### config.mk
export PLATFORM = sky130hd
export DESIGN_NAME = act_read_sequencer
export DESIGN_NICKNAME = d
export VERILOG_FILES = /design/src/rtl/act_read_sequencer.sv
export SDC_FILE = /design/constraint.sdc
export NUM_CORES = 1
export LEC_CHECK = 0
export BUFFER_PORTS_ARGS = -buffer_cell sky130_fd_sc_hd__buf_2
export CAP_MARGIN = 15
export CELL_PAD_IN_SITES_DETAIL_PLACEMENT = 1
export CELL_PAD_IN_SITES_GLOBAL_PLACEMENT = 2
export CORE_UTILIZATION = 39
export DETAILED_ROUTE_END_ITERATION = 10
export PLACE_DENSITY_LB_ADDON = 0.1
export SLEW_MARGIN = 20
export SYNTH_ARGS = -nofsm -noshare
export SYNTH_HDL_FRONTEND = slang
export SYNTH_SLANG_ARGS = --single-unit
### constraint.sdc
create_clock -name clk -period 9 [get_ports clk]
set_input_delay 1.8 -clock clk [delete_from_list [all_inputs] [get_ports clk]]
set_output_delay 1.8 -clock clk [all_outputs]
set_load 0.05 [all_outputs]
### src/rtl/act_read_sequencer.sv
`default_nettype none
// =====================================================================================
// act_read_sequencer -- strided act_buffer reader streaming vectors to the PE array (rev 1.0)
// =====================================================================================
module act_read_sequencer #(
  parameter int DATA_WIDTH = 128,
  parameter int ADDR_WIDTH = 16,
  parameter int LEN_WIDTH  = 16
) (
  input  logic                  clk,
  input  logic                  rst,
  input  logic                  start,
  input  logic                  abort,
  input  logic [ADDR_WIDTH-1:0] cfg_base,
  input  logic [ADDR_WIDTH-1:0] cfg_stride,
  input  logic [LEN_WIDTH-1:0]  cfg_len,
  input  logic [LEN_WIDTH-1:0]  cfg_passes,
  output logic [ADDR_WIDTH-1:0] buf_addr,
  output logic                  buf_rd,
  input  logic [DATA_WIDTH-1:0] buf_rdata,
  output logic                  out_valid,
  input  logic                  out_ready,
  output logic [DATA_WIDTH-1:0] out_data,
  output logic                  out_last,
  output logic                  busy,
  output logic                  done
);

  typedef enum logic [1:0] {
    S_IDLE  = 2'd0,
    S_RUN   = 2'd1,
    S_DRAIN = 2'd2,
    S_DONE  = 2'd3
  } state_t;

  state_t state, state_nxt;

  logic [ADDR_WIDTH-1:0] base_q, stride_q, addr_acc, addr_last;
  logic [LEN_WIDTH-1:0]  len_q, passes_q, vec_idx, pass_idx;

  logic                  inflight, inflight_last, inflight_final;
  logic [DATA_WIDTH-1:0] mem [2];
  logic [1:0]            mem_last, mem_final;
  logic                  wr_ptr, rd_ptr;
  logic [1:0]            count;

  logic       accept, issue, pop, vec_end, pass_end, cfg_empty, head_final;
  logic [2:0] occupancy;

  assign accept     = (state == S_IDLE) && start && !abort;
  assign cfg_empty  = (cfg_len == '0) || (cfg_passes == '0);
  assign vec_end    = (vec_idx == len_q - 1'b1);
  assign pass_end   = (pass_idx == passes_q - 1'b1);

  assign out_valid  = (count != 2'd0);
  assign pop        = out_valid && out_ready;
  assign out_data   = mem[rd_ptr];
  assign out_last   = mem_last[rd_ptr];
  assign head_final = mem_final[rd_ptr];

  // Credit check: entries that will occupy the FIFO next cycle must leave room for this issue.
  assign occupancy  = {1'b0, count} + {2'b00, inflight} - {2'b00, pop};
  assign issue      = (state == S_RUN) && !abort && (occupancy < 3'd2);

  assign buf_rd     = issue;
  assign buf_addr   = issue ? addr_acc : addr_last;
  assign busy       = (state == S_RUN) || (state == S_DRAIN);
  assign done       = (state == S_DONE);

  always_ff @(posedge clk) begin
    if (rst) state <= S_IDLE;
    else     state <= state_nxt;
  end

  always_comb begin
    state_nxt = state;
    case (state)
      S_IDLE:  if (start) state_nxt = cfg_empty ? S_DONE : S_RUN;
      S_RUN:   if (issue && vec_end && pass_end) state_nxt = S_DRAIN;
      S_DRAIN: if (pop && head_final) state_nxt = S_DONE;
      S_DONE:  state_nxt = S_IDLE;
      default: state_nxt = S_IDLE;
    endcase
    if (abort) state_nxt = S_IDLE;
  end

  // Address generation by accumulation; each pass restarts at the latched base.
  always_ff @(posedge clk) begin
    if (rst) begin
      base_q    <= '0;
      stride_q  <= '0;
      len_q     <= '0;
      passes_q  <= '0;
      addr_acc  <= '0;
      addr_last <= '0;
      vec_idx   <= '0;
      pass_idx  <= '0;
    end else if (abort) begin
      addr_acc  <= '0;
      vec_idx   <= '0;
      pass_idx  <= '0;
    end else if (accept) begin
      base_q    <= cfg_base;
      stride_q  <= cfg_stride;
      len_q     <= cfg_len;
      passes_q  <= cfg_passes;
      addr_acc  <= cfg_base;
      vec_idx   <= '0;
      pass_idx  <= '0;
    end else if (issue) begin
      addr_last <= addr_acc;
      if (vec_end) begin
        vec_idx  <= '0;
        pass_idx <= pass_idx + 1'b1;
        addr_acc <= base_q;
      end else begin
        vec_idx  <= vec_idx + 1'b1;
        addr_acc <= addr_acc + stride_q;
      end
    end
  end

  always_ff @(posedge clk) begin
    if (rst || abort) begin
      inflight       <= 1'b0;
      inflight_last  <= 1'b0;
      inflight_final <= 1'b0;
      wr_ptr         <= 1'b0;
      rd_ptr         <= 1'b0;
      count          <= 2'd0;
    end else begin
      inflight       <= issue;
      inflight_last  <= issue && vec_end;
      inflight_final <= issue && vec_end && pass_end;
      if (inflight) wr_ptr <= ~wr_ptr;
      if (pop)      rd_ptr <= ~rd_ptr;
      count          <= count + {1'b0, inflight} - {1'b0, pop};
    end
  end

  // Each entry carries the pass-end tag and a run-end tag used to detect the final handshake.
  always_ff @(posedge clk) begin
    if (rst) begin
      mem[0]    <= '0;
      mem[1]    <= '0;
      mem_last  <= '0;
      mem_final <= '0;
    end else if (inflight && !abort) begin
      mem[wr_ptr]       <= buf_rdata;
      mem_last[wr_ptr]  <= inflight_last;
      mem_final[wr_ptr] <= inflight_final;
    end
  end

endmodule
`default_nettype wire

==> results.yml <==
pwr:
  powerDensity_nw_per_um2: 189
  power_w: 0.00423
  p_leak_nw: 9.12
  irDropWorstVdd_uv: 114
global_route:
  grt_pass1_wl_microns: 84300
  grtUsageTotal: 0.220
  grt_max_degree: 107
  grt_overflow_total: 0
  antenna_found_initial: 10
  grt_pass1_vias: 14601
die:
  core-area_sq_um: 47600
  dieArea_sq_um: 49000
  initial_core_util: 0.394
  die_w_microns: 221
  rows: 80
  die_y_microns: 221
  ios: 346
setup_path:
  arrival_ns: 4.79
  crit_type: "in -> out"
  crit_buf_inv: 7
  cpMostUsedCell: "nand2_1"
  critPathTopFamily: "buffers and inverters"
  slowest_delay_ns: 0.42
  crit_fanout: 32
  crit_slowest_cell: "clkinv_1"
  worstSetupEndpointType: "primary output"
  path_cells: "buf_2 > nand2_1 > inv_1 > ha_1 > inv_1 > ha_1 > fa_1 > xnor2_1 > nor3_1 > nand2_1 > buf_4 > clkinv_1 > buf_4 > nand2_1 > nand2_1 > buf_2"
  critPathRequiredTime_ns: 7.20
  startpoint_type: "input port"
clocking:
  ctsHoldBuffers: 0
  cts.sinks: 398
  postCtsSetupRepairBufs: 0
  cts-root-buf: "clkbuf_16"
  cts_inserted_buffers: 46
  clockBufferDepth: 3
  path_clk_slew_ns: 0.06
  h-tree-depth: 2
  cts_tree: "done"
  cts_resized: 0
  clkLatencyLatePin_ns: 0.57
synthesis:
  synth_seq_cells: 398
  synth_edf_count: 256
  synthTopCellsByCount: "and2_1 (262), edfxtp_1 (256), nand2_1 (231), dfxtp_1 (142), mux2_2 (130)"
  seq_area_frac_synth: 0.561
  synth_most_common_cell: "and2_1"
  ys.flop_type: "edfxtp_1"
  synth.distinct_cells: 71
  synth_top_area_frac: 0.409
  syn_nets: 1923
  ys_warn_count: 0
  syn-cell-area_sq_um: 18800
  syn_inst: 1698
  yosysTopAreaCell: "edfxtp_1"
  post_synth_main_area_contributors: "edfxtp_1 (41%), dfxtp_1 (15%), and2_1 (8.7%), mux2_2 (7.8%), nand2_1 (4.6%)"
  synth.avg_cell_area_sq_um: 11.1
  synthArstFlopShare: 0
place:
  io_buffers: 345
  dpl.hpwl_microns: 37500
  place_inst: 2574
  gp_congestion: 0.789
sta:
  timing.hold.ws_ns: 0.453
  fmax_ghz: 0.152
  period_needed_ns: 6.59
  worst_pin_slew_ns: 1.06
  setup_violations: 0
  tns_ns: 0
  hold_viol: 0
  rsz0062_at_grt: "no"
  slew_violations: 0
  period_share: 0.733
  clock_skew_ns: 0.0142
  slew-limit-headroom: 0.292
layout:
  area_delta_synth_final_pct: 19.4
  fin_nets: 2232
  finish.utilization: 0.471
  final_cell_count_no_fill: 2667
  layout-drive-gt1-share: 0.284
routing:
  wl_microns: 54400
  final_antenna_net_count: 0
  vias: 14045
  drt_pass1_iterations: 5
  drc: 0
  via_per_inst: 5.27
  wl_per_cell_microns: 20.4
  drtIter0Drc: 684
flow_run:
  drv_cap: 0
outcome:
  status: "finished clean"
worst_hold_path:
  hold_class: "reg -> reg"
[placed cells by master (no fill, tap or decap), drive strengths merged, types with 11 or more instances in the layout]
master  netlist  layout
nand3        23      23
dfxtp       142     142
buf          10     360
or4          12      12
edfxtp      256     256
xnor2        30      30
o211ai       11      11
nor4         19      19
and2        262     262
ha           26      26
clkbuf       89      64
mux2        130     130
nand4        21      21
a21oi       107     107
inv          28      30
xor2         34      34
clkinv        1      18
nand2       231     231
nor2         63      63
nor3         19      19
a311oi       16      16
and3         13      13
o21ai        28      28
or3          18      18
[final timing paths]
path	start	end	slack (ns)	cells past startpoint
worst max-delay path	out_ready	buf_addr[6]	2.41	16
worst min-delay path	base_q[7]	base_q[7]	0.45	2
worst max register to register	count[1]	pass_idx[9]	4.94	16
worst min register to register	base_q[7]	base_q[7]	0.45	2
[stage by stage]
stage	area [sq um]	setup WS, ns
finish	22400	2.41
global route	22400	2.16
CTS	22400	2.37
detailed placement	21000	2.37
global placement	21000	2.45
floorplan	18800	2.40
[metal layers]
metal | track usage | up-vias | part of all wire
met5 | 0 | - | 0.00072
met4 | 0.0627 | 6 | 0.019
met3 | 0.0451 | 66 | 0.051
met2 | 0.387 | 268 | 0.50
met1 | 0.273 | 7025 | 0.43
li1 | - | 6680 | -
[power by group]
group | switching (W) | leakage [nW] | internal, W
Combinational | 0.000310 | 4.64 | 0.000143
Sequential | 0.0000331 | 3.80 | 0.00200
Clock | 0.000757 | 0.679 | 0.000982
[flip-flops by register name (all words and copies together), names as in the netlist, 2 cells and up, named ones only]
| register | flops |
|---|---|
| vec_idx | 16 |
| len_q | 16 |
| count | 2 |
| passes_q | 16 |
| mem_last | 2 |
| addr_acc | 16 |
| mem_final | 2 |
| addr_last | 16 |
| state | 2 |
| stride_q | 16 |
| base_q | 16 |
| pass_idx | 16 |
| mem | 256 |
[worst reg2reg max path, stage by stage, from the launching register on]
cell and delay [ns]:
dfxtp_1 0.32, inv_1 0.10, nand2_1 0.07, nand2_1 0.14
inv_1 0.06, ha_1 0.26, inv_1 0.04, ha_1 0.19
fa_1 0.48, nor3_1 0.22, nand2_1 0.07, buf_4 0.27
clkinv_1 0.28, buf_4 0.36, nand4_1 0.47, or4_1 0.60
nand2_1 0.08
[cells by family after synthesis]
| logic type | count (synthesis) | share of synthesized area |
|---|---|---|
| buf+inv | 128 | 0.0268 |
| compound gates | 235 | 0.0817 |
| mux | 139 | 0.0827 |
| flops | 398 | 0.561 |
| xor+xnor | 64 | 0.0298 |
| simple gates | 706 | 0.199 |
| fa+ha+maj | 28 | 0.0194 |
[layout make-up]
type                       count  area [sq um]
tap                          615           769
multi-input combinational   1172          7780
clock buffer                  64          1260
timing repair buffer         360          1840
clock inverter                20           113
sequential                   398         10500
inverter                      29           111
antenna                        9          22.5
fill                        5183         25200
Note: power is estimated with default switching activity, not from simulation.
